==> config.mk <==
export PLATFORM = sky130hd
export DESIGN_NAME = gray_cnt_sequencer
export DESIGN_NICKNAME = d
export VERILOG_FILES = /design/src/rtl/gray_cnt_sequencer.sv
export SDC_FILE = /design/constraint.sdc
export NUM_CORES = 1
export LEC_CHECK = 0
export CORE_MARGIN = 10
export CORE_UTILIZATION = 60
export CTS_BUF_LIST = sky130_fd_sc_hd__clkbuf_16
export DETAILED_ROUTE_END_ITERATION = 8
export GPL_TIMING_DRIVEN = 0
export PLACE_DENSITY = 0.83
export SLEW_MARGIN = 40
export SYNTH_ARGS = -nofsm -noshare
export SYNTH_HDL_FRONTEND = slang
export SYNTH_SLANG_ARGS = --single-unit
export TNS_END_PERCENT = 10
==> constraint.sdc <==
create_clock -name clk -period 4.49 [get_ports clk]
set_clock_uncertainty 0.05 [all_clocks]
set_input_delay 0.898 -clock clk [delete_from_list [all_inputs] [get_ports clk]]
set_output_delay 0.898 -clock clk [all_outputs]
set_load 0.02 [all_outputs]
==> src/rtl/gray_cnt_sequencer.sv <==
// Command-driven Gray-code counter: STOP/RUN/STEP/LOAD over valid/ready, prescaled advance in RUN.
// Outputs registered (gray derived combinationally); cmd_ready drops only during the one-cycle STEP state.
`timescale 1ns/1ps
module gray_cnt_sequencer #(
   parameter int unsigned TICK_DIV = 50000000,
   parameter int          CNT_W    = 4
) (
   input  logic             clk,
   input  logic             rst_n,
   input  logic             cmd_valid,
   output logic             cmd_ready,
   input  logic [1:0]       cmd_op,
   input  logic [CNT_W-1:0] cmd_arg,
   output logic [CNT_W-1:0] o_bin,
   output logic [CNT_W-1:0] o_gray,
   output logic             o_tick,
   output logic             o_wrap,
   output logic             o_busy
);

   typedef enum logic [1:0] {S_IDLE, S_RUN, S_STEP} state_t;

   localparam logic [1:0]       OP_STOP = 2'b00;
   localparam logic [1:0]       OP_RUN  = 2'b01;
   localparam logic [1:0]       OP_STEP = 2'b10;
   localparam logic [1:0]       OP_LOAD = 2'b11;
   localparam logic [31:0]      L_TERM  = 32'(TICK_DIV - 1);
   localparam logic [CNT_W-1:0] L_ONE   = CNT_W'(1);

   state_t           r_state, w_state_nxt;
   logic [31:0]      r_presc, w_presc_nxt;
   logic             r_dir, w_dir_nxt;
   logic [CNT_W-1:0] r_bin, w_bin_nxt;
   logic             r_tick, w_tick_nxt;
   logic             r_wrap, w_wrap_nxt;
   logic             w_accept;
   logic [CNT_W-1:0] w_adv_bin;
   logic             w_adv_wrap;

   assign cmd_ready  = (r_state != S_STEP);
   assign w_accept   = cmd_valid && cmd_ready;
   assign w_adv_bin  = r_dir ? (r_bin - L_ONE) : (r_bin + L_ONE);
   assign w_adv_wrap = r_dir ? (r_bin == '0) : (r_bin == '1);

   assign o_bin  = r_bin;
   assign o_gray = r_bin ^ (r_bin >> 1);
   assign o_tick = r_tick;
   assign o_wrap = r_wrap;
   assign o_busy = (r_state == S_RUN) || (r_state == S_STEP);

   always_comb begin
      w_state_nxt = r_state;
      w_presc_nxt = r_presc;
      w_dir_nxt   = r_dir;
      w_bin_nxt   = r_bin;
      w_tick_nxt  = 1'b0;
      w_wrap_nxt  = 1'b0;

      case (r_state)
         S_RUN: begin
            if (r_presc == L_TERM) begin
               w_presc_nxt = '0;
               w_bin_nxt   = w_adv_bin;
               w_tick_nxt  = 1'b1;
               w_wrap_nxt  = w_adv_wrap;
            end else begin
               w_presc_nxt = r_presc + 32'd1;
            end
         end
         S_STEP: begin
            w_state_nxt = S_IDLE;
            w_presc_nxt = '0;
            w_bin_nxt   = w_adv_bin;
            w_tick_nxt  = 1'b1;
            w_wrap_nxt  = w_adv_wrap;
         end
         default: begin
            w_presc_nxt = '0;
         end
      endcase

      // An accepted command overrides any advance scheduled for this edge.
      if (w_accept) begin
         w_tick_nxt  = 1'b0;
         w_wrap_nxt  = 1'b0;
         w_bin_nxt   = r_bin;
         w_presc_nxt = '0;
         case (cmd_op)
            OP_STOP: w_state_nxt = S_IDLE;
            OP_RUN: begin
               w_dir_nxt   = cmd_arg[0];
               w_state_nxt = S_RUN;
            end
            OP_STEP: begin
               w_dir_nxt   = cmd_arg[0];
               w_state_nxt = S_STEP;
            end
            OP_LOAD: w_bin_nxt = cmd_arg;
            default: w_state_nxt = r_state;
         endcase
      end
   end

   always_ff @(posedge clk) begin
      if (!rst_n) begin
         r_state <= S_IDLE;
         r_presc <= '0;
         r_dir   <= 1'b0;
         r_bin   <= '0;
         r_tick  <= 1'b0;
         r_wrap  <= 1'b0;
      end else begin
         r_state <= w_state_nxt;
         r_presc <= w_presc_nxt;
         r_dir   <= w_dir_nxt;
         r_bin   <= w_bin_nxt;
         r_tick  <= w_tick_nxt;
         r_wrap  <= w_wrap_nxt;
      end
   end

endmodule

==> qor.yml, run 1 <==
status: "complete, no violations"
layout_common_cells: "dfxtp_1 (41), nor2_1 (32), nand2_1 (27)"
max-vdd-ir-drop_v: 0.000231
post_cts.repair.setup_buffers: 0
nNetsFinal: 313
max_freq_ghz: 0.363
setup_viol: 0
report.final.slew_viol_count: 0
totalWireLength_um: 4720
post-route-drc-count: 0
grt_usage: 0.149
drive_gt1_frac: 0.0590
path_buf_inv: 2
synth.distinct_cells: 40
path_clk_slew_ns: 0.05
finalCriticalPeriod_ns: 2.75
setup_tns_ns: 0
max_slew_margin: 0.592
multi_input_area_um2: 1310
initial_utilization: 0.613
crit_fanout: 8
area_delta_synth_final_pct: 17.1
htree_levels: 2
antenna_cells: 0
setup.worst_path.start_class: "register"
hold_class: "register to register"
fillers: 288
avgSynthCellArea_um2: 8.46
max_cap_violations: 0
ys_seq_elements: 41
p_leak_nw: 0.920
detail-route-antenna-nets: 0
ys_seq_area_frac: 0.369
worst_pin_slew_ns: 0.607
path_delay_family: "buffers and inverters"
cts_buffers: 5
fin_util: 0.717
cts_tree: "yes"
fin_crit_sh: 0.613
finalPower_mw: 0.758
synth_cells: 263
ys.warnings.count: 0
netlist_area_um2: 2230
cp_slowest_stage_delay_ns: 0.60
critPathArrivalTime_ns: 1.80
insertion_delay_ns: 0.27
cts_root_buffer: "clkbuf_16"
hold_viol: 0
cp-end-kind: "primary output"
die-area_um2: 6550
viasPerCell: 5.54
hpwlAfterDp_um: 3460
fp.dieW_um: 80.9
grt_max_degree: 12
gp_congestion: 0.837
rsz0062_at_grt: "false"
power-per-cell-area_nw_per_um2: 291
antenna_found_initial: 0
cts-resized-gates: 0
core_area_um2: 3630
synth_flop_cell: "dfxtp_1"
grt_pass1_wl_um: 7870
synthArstFlopShare: 0
cts_sinks: 41
die_h_um: 80.9
path_cells: "inv_1 -> ha_1 -> clkdlybuf4s50_1"
ios: 21
grt_overflow: 0
wire_per_inst_um: 14.1
drt_iter0_drc: 120
worstPathRequired_ns: 3.54
syn_nets: 287
port_buffers: 19
crit_slowest_cell: "clkdlybuf4s50_1"
vias: 1860
row_count: 22
final_common_cell: "dfxtp_1"
grt_pass1_vias: 1751
seqCellArea_um2: 821
firstDrtPassIters: 4
postCtsHoldBufs: 0
synth_edf_count: 0
critical_path_class: "register to primary output"
clk_path_buf_depth: 2
==> logic make-up after synthesis <==
| family | share of synthesized area |
|---|---|
| AO/OA/AOI/OAI | 0.0821 |
| XOR/XNOR | 0.106 |
| adder cells (fa/ha/maj) | 0.0877 |
| buffers and inverters | 0.0450 |
| flip-flops | 0.369 |
| multiplexers | 0.0315 |
| AND/OR/NAND/NOR | 0.279 |
==> power breakdown <==
group | switching [mW] | leakage [nW] | total (mW) | internal (mW)
logic | 0.0322 | 0.524 | 0.0623 | 0.0301
clock network | 0.125 | 0.0655 | 0.323 | 0.198
registers | 0.00564 | 0.331 | 0.373 | 0.367
==> routing by layer <==
metal	up-vias	GRT usage	wire, um
met5	-	0	0
met4	0	0.0467	44
met3	4	0.0475	217
met2	35	0.256	2390
met1	858	0.173	2070
li1	963	-	-
==> flip-flops by register name, indices dropped and copies added (netlist names) <==
name	flops
r_state	2
o_bin	4
r_dir	1
o_tick	1
r_presc	32
o_wrap	1
==> per-stage QoR <==
step | setup slack (ns) | hold slack, ns | instance area, um2 | cells
2_1_floorplan | 2.50 | 0.380 | 2230 | 263
3_3_place_gp | 1.83 | 0.395 | 2480 | 330
3_5_place_dp | 1.83 | 0.415 | 2480 | 330
4_1_cts | 1.71 | 0.427 | 2610 | 336
5_1_grt | 1.65 | 0.450 | 2610 | 336
6_report | 1.74 | 0.416 | 2610 | 336
==> area by class of cell <==
cell class / instances / share of cell area
Multi-Input combinational cell: 198 / 0.501
Sequential cell: 41 / 0.315
Timing Repair Buffer: 19 / 0.0730
Clock buffer: 5 / 0.0480
Inverter: 16 / 0.0230
Tap cell: 48 / 0.0230
Buffer: 8 / 0.0154
Clock inverter: 1 / 0.00192
==> cells in the mapped netlist, types with 2 or more instances <==
library cell / n / area share
a21o_1: 2 / 0.0067
a21oi_1: 11 / 0.025
a31oi_1: 2 / 0.0056
and2_1: 3 / 0.0084
and3_1: 5 / 0.014
and4_1: 4 / 0.016
buf_2: 5 / 0.011
clkbuf_1: 2 / 0.0034
dfxtp_1: 41 / 0.37
ha_1: 14 / 0.079
inv_1: 16 / 0.027
mux2i_1: 7 / 0.031
nand2_1: 27 / 0.046
nand3_1: 11 / 0.025
nand4_1: 8 / 0.022
nor2_1: 32 / 0.054
nor3_1: 13 / 0.029
nor4_1: 3 / 0.0084
o211ai_1: 2 / 0.0067
o21ai_0: 7 / 0.016
or3_1: 4 / 0.011
xnor2_1: 16 / 0.063
xor2_1: 11 / 0.043
==> worst paths after layout <==
| path | from | to | slack [ns] | cells past startpoint |
|---|---|---|---|---|
| max reg2reg | r_presc[19]$_SDFF_PP0_ | o_wrap$_SDFF_PP0_ | 2.30 | 5 |
| max | o_bin[0]$_SDFFE_PN0P_ | o_gray[0] | 1.74 | 3 |
| min | r_presc[0]$_SDFF_PP0_ | r_presc[0]$_SDFF_PP0_ | 0.42 | 1 |
| min reg2reg | r_presc[0]$_SDFF_PP0_ | r_presc[0]$_SDFF_PP0_ | 0.42 | 1 |
Power figures use the tool's default switching activity.
==> inputs of run 2 (changes only) <==
Settings changed: CORE_UTILIZATION 60 to 57, PLACE_DENSITY 0.83 to 0.79.
Clock period 4.49 ns to 2.7 ns, I/O delays scaled along.
==> run 2 against run 1 <==
Compared with the run above:
- setup slack worse by 1.4 ns
- critical path depth stayed put
- register-to-register slack got worse by 1.7 ns
- wire length is essentially flat
- cell count increased by 0.60%
- count of clock-buffer cells in the layout unchanged
- via count down 0.11%
- critical endpoint unchanged
==> qor.yml, run 2 (synthesis gave the netlist of run 1 again) <==
critPathArrivalTime_ns: 1.77  # -0.03 ns
sw_frac_of_total: 0.216  # +0.00146
drive_gt1_frac: 0.0586  # -0.000407
critical_path_class: "register to primary output"
report.final.slew_viol_count: 0  # unchanged
antenna_cells: 0  # unchanged
path_cells: "inv_1 -> ha_1 -> clkdlybuf4s50_1"
regMostFlops: "r_presc"
fin_area_um2: 2640  # +1.2%
clock_power_share: 0.480  # +0.054
gp_congestion: 0.816  # -2.6%
hpwlAfterDp_um: 3340  # -3.2%
final_common_cell: "dfxtp_1"
finalCriticalPeriod_ns: 2.36
clk_path_buf_depth: 2  # unchanged
status: "complete, no violations"
drt_iter0_drc: 128  # +6.7%
firstDrtPassIters: 4  # unchanged
hold_viol: 0  # unchanged
cts_tree: "yes"
initial_utilization: 0.599  # -0.0136
totalWireLength_um: 4720  # about the same
worstPathRequired_ns: 2.11  # -1.43 ns
grt_overflow: 0  # unchanged
die_h_um: 82.5  # +2.0%
max_slew_margin: 0.633  # +0.0404
max-vdd-ir-drop_v: 0.000615  # +170%
post_cts.repair.setup_buffers: 0  # unchanged
ios: 21  # unchanged
nNetsFinal: 313  # unchanged
placed_cell_area_um2: 2480  # unchanged
p_int_mw: 1.09  # +83%
path_clk_slew_ns: 0.06  # about the same
p_leak_nw: 0.938  # +1.9%
setup.worst_path.start_class: "register"
cp_slowest_stage_delay_ns: 0.59  # about the same
port_buffers: 19  # unchanged
netSwitchingPower_mw: 0.301  # +85%
grt_pass1_vias: 1896  # +8.3%
hold_slack_ns: 0.412  # -0.00417 ns
finalPower_mw: 1.39  # +83%
hold_class: "register to register"
worst_pin_slew_ns: 0.546  # -0.0601 ns
max_freq_ghz: 0.423
insertion_delay_ns: 0.29  # +0.02 ns
row_count: 22  # unchanged
multi_input_area_um2: 1310  # unchanged
cts_root_buffer: "clkbuf_16"
max_cap_violations: 0  # unchanged
grt_usage: 0.155  # +0.00635
vias: 1858  # -0.11%
setup_viol: 0  # unchanged
die-area_um2: 6800  # +3.9%
rsz0062_at_grt: "false"
largest_reg_flops: 32  # unchanged
cts-resized-gates: 0  # unchanged
crit_fanout: 8  # unchanged
fillers: 291  # +1.0%
cp-end-kind: "primary output"
area_delta_synth_final_pct: 18.5
core_area_um2: 3720  # +2.3%
cts_sinks: 41  # unchanged
seqCellArea_um2: 821  # unchanged
grt_max_degree: 13  # +1
path_delay_family: "buffers and inverters"
path_buf_inv: 2  # unchanged
crit_slowest_cell: "clkdlybuf4s50_1"
layout_common_cells: "dfxtp_1 (41), nor2_1 (32), nand2_1 (27)"
power-per-cell-area_nw_per_um2: 527  # +81%
antenna_found_initial: 0  # unchanged
post-route-drc-count: 0  # unchanged
pwr-share-seq: 0.445  # -0.047
detail-route-antenna-nets: 0  # unchanged
cts_buffers: 5  # unchanged
wire_per_inst_um: 14.0  # -0.57%
viasPerCell: 5.50  # -0.70%
htree_levels: 2  # unchanged
fin_util: 0.710  # -0.00719
postCtsHoldBufs: 0  # unchanged
grt_pass1_wl_um: 8360  # +6.2%
fin_crit_sh: 0.875
setup_tns_ns: 0  # unchanged
combPwrFrac: 0.075  # -0.007
fp.dieW_um: 82.5  # +2.0%
[run 2: changes by cell type in the layout (fill, tap and decap cells not counted)]
cell / before / now
bufinv_16: 0 / 1
clkinv_1: 0 / 1
clkinv_2: 1 / 0
inv_1: 16 / 17
[run 2: final timing paths]
check	end	start	cells after the start	slack [ns]
hold / removal	r_presc[0]$_SDFF_PP0_	r_presc[0]$_SDFF_PP0_	1	0.41
setup / recovery	o_gray[0]	o_bin[0]$_SDFFE_PN0P_	3	0.34
hold reg to reg	r_presc[0]$_SDFF_PP0_	r_presc[0]$_SDFF_PP0_	1	0.41
setup reg to reg	r_presc[23]$_SDFF_PP0_	r_presc[19]$_SDFF_PP0_	6	0.57
[run 2: cell type report]
type | count | area share
tap | 48 | 0.0228
clock buffer | 5 | 0.0474
multi-input combinational | 198 | 0.495
inverter | 16 | 0.0228
sequential | 41 | 0.311
clock inverter | 3 | 0.0142
timing repair buffer | 19 | 0.0721
buffer | 8 | 0.0152
[run 2: power by group through the flow]
stage,clock network [mW],registers (mW),logic (mW)
floorplan,0,0.635,0.0572
global placement,0,0.632,0.101
detailed placement,0,0.632,0.103
CTS,0.669,0.619,0.105
global route,0.692,0.620,0.115
finish,0.667,0.619,0.104
[run 2: metal layers]
metal  up-vias  GRT usage  wire length (um)
met3        11     0.0540               204
met5         -          0                 0
li1        959          -                 -
met2        35      0.265              2280
met4         0     0.0652                94
met1       853      0.173              2140
[run 2: per-stage QoR]
step           std cells  worst slack, ns
3_3_place_gp         330            0.384
6_report             338            0.339
5_1_grt              338            0.273
2_1_floorplan        263            0.895
4_1_cts              338            0.341
3_5_place_dp         330            0.373
==> inputs of run 3 (changes only) <==
Settings changed: CAP_MARGIN from default to 10, CTS_BUF_LIST sky130_fd_sc_hd__clkbuf_16 to default, GPL_TIMING_DRIVEN 0 to default.
==> run 3 against run 2 <==
Compared with the run above:
- register-to-register slack gained 0.07 ns
- core utilization down 1.3 points
- total power decreased by 12%
- die area unchanged
- cell count decreased by 0.89%
- maximum frequency is 0.25% higher
- count of clock-buffer cells in the layout unchanged
- worst hold slack about the same
- highest routed layer unchanged
- clock power fell by 25%
- setup slack better by 0.0058 ns
- combinational power about the same
- critical path depth unchanged
==> qor.yml, run 3 (synthesis gave the netlist of run 1 again) <==
cts_tree: "yes"
final_common_cell: "dfxtp_1"
wire_per_inst_um: 13.5  # -3.2%
clk_path_buf_depth: 2  # unchanged
firstDrtPassIters: 4  # unchanged
finalCriticalPeriod_ns: 2.36  # -0.00584 ns
fin_crit_sh: 0.872  # -0.00216
viasPerCell: 5.46  # -0.62%
crit_slowest_cell: "clkdlybuf4s50_1"
post_cts.repair.setup_buffers: 0  # unchanged
row_count: 22  # unchanged
dp_cells: 327  # -0.91%
worstPathRequired_ns: 2.11  # about the same
sw_frac_of_total: 0.233  # +0.0164
detail-route-antenna-nets: 0  # unchanged
critPathArrivalTime_ns: 1.77  # about the same
antenna_cells: 0  # unchanged
layout_common_cells: "dfxtp_1 (41), nor2_1 (32), nand2_1 (27)"
max_slew_margin: 0.685  # +0.0518
initial_utilization: 0.599  # unchanged
grt_max_degree: 26  # +13
ios: 21  # unchanged
combPwrFrac: 0.086  # +0.011
cts_buffers: 5  # unchanged
status: "complete, no violations"
core_area_um2: 3720  # unchanged
postCtsHoldBufs: 0  # unchanged
cp_slowest_stage_delay_ns: 0.60  # about the same
max_freq_ghz: 0.425  # +0.25%
finalPower_mw: 1.22  # -12%
path_buf_inv: 2  # unchanged
fin_cells: 335  # -0.89%
hpwlAfterDp_um: 3400  # +1.8%
grt_pass1_vias: 1828  # -3.6%
p_int_mw: 0.938  # -14%
cts_root_buffer: "clkbuf_8"
power-per-cell-area_nw_per_um2: 472  # -10%
fillers: 303  # +4.1%
regMostFlops: "r_presc"
setup_tns_ns: 0  # unchanged
drive_gt1_frac: 0.0627  # +0.00410
totalWireLength_um: 4530  # -4.1%
antenna_found_initial: 0  # unchanged
crit_fanout: 8  # unchanged
max_cap_violations: 0  # unchanged
path_delay_family: "buffers and inverters"
p_leak_nw: 0.908  # -3.2%
die-area_um2: 6800  # unchanged
cp-end-kind: "primary output"
cts-resized-gates: 0  # unchanged
clock_power_share: 0.408  # -0.072
post-route-drc-count: 0  # unchanged
path_clk_slew_ns: 0.08  # +0.02 ns
drt_iter0_drc: 111  # -13%
grt_pass1_wl_um: 7880  # -5.7%
hold_class: "register to register"
report.final.slew_viol_count: 0  # unchanged
grt_usage: 0.145  # -0.0105
fp.dieW_um: 82.5  # unchanged
port_buffers: 20  # +1
vias: 1830  # -1.5%
largest_reg_flops: 32  # unchanged
worst_pin_slew_ns: 0.473  # -0.0735 ns
setup.worst_path.start_class: "register"
gp_congestion: 0.815  # -0.16%
area_delta_synth_final_pct: 16.4
critical_path_class: "register to primary output"
setup_viol: 0  # unchanged
rsz0062_at_grt: "false"
hold_viol: 0  # unchanged
hold_slack_ns: 0.413  # +0.000289 ns
pwr-share-seq: 0.506  # +0.061
insertion_delay_ns: 0.30  # about the same
fin_ws_ns: 0.344  # +0.00584 ns
nNetsFinal: 310  # -0.96%
netSwitchingPower_mw: 0.285  # -5.4%
grt_overflow: 0  # unchanged
place_ws_ns: 0.476  # +0.103 ns
max-vdd-ir-drop_v: 0.000341  # -45%
die_h_um: 82.5  # unchanged
path_cells: "inv_1 -> ha_1 -> clkdlybuf4s50_1"
htree_levels: 2  # unchanged
cts_sinks: 41  # unchanged
-- run 3: cell type report --
class,count,area [um2],area share
inverter,16,60.1,0.0232
sequential,41,821,0.317
clock buffer,5,68.8,0.0266
timing repair buffer,24,230,0.0889
multi-input combinational,198,1310,0.504
clock inverter,3,43.8,0.0169
tap,48,60.1,0.0232
-- run 3: path summary, 6_finish.rpt --
path / start / end / slack [ns] / cells past startpoint
hold / removal: r_presc[0]$_SDFF_PP0_ / r_presc[0]$_SDFF_PP0_ / 0.41 / 1
setup / recovery: o_bin[0]$_SDFFE_PN0P_ / o_gray[0] / 0.34 / 3
setup reg to reg: r_presc[5]$_SDFF_PP0_ / r_presc[27]$_SDFF_PP0_ / 0.64 / 5
hold reg to reg: r_presc[0]$_SDFF_PP0_ / r_presc[0]$_SDFF_PP0_ / 0.41 / 1
-- run 3: stage by stage --
| step | instance area, um2 | utilization |
|---|---|---|
| after floorplan | 2230 | - |
| after global placement | 2480 | 0.666 |
| after detailed placement | 2480 | 0.666 |
| after CTS | 2590 | 0.697 |
| after global routing | 2590 | 0.697 |
| final | 2590 | 0.697 |
-- run 3: metal layers --
metal | part of all wire | wire length (um) | GRT usage
met5 | 0 | 0 | 0
met4 | 0.021 | 94 | 0.0635
met1 | 0.46 | 2100 | 0.169
met3 | 0.043 | 193 | 0.0421
met2 | 0.47 | 2150 | 0.242
-- run 3: power by group through the flow --
stage                     Combinational [mW]  Sequential (mW)  Clock [mW]
after global placement                 0.104            0.633           0
after detailed placement               0.106            0.632           0
final                                  0.106            0.618       0.499
after global routing                   0.117            0.620       0.523
after floorplan                       0.0572            0.635           0
after CTS                              0.106            0.618       0.509
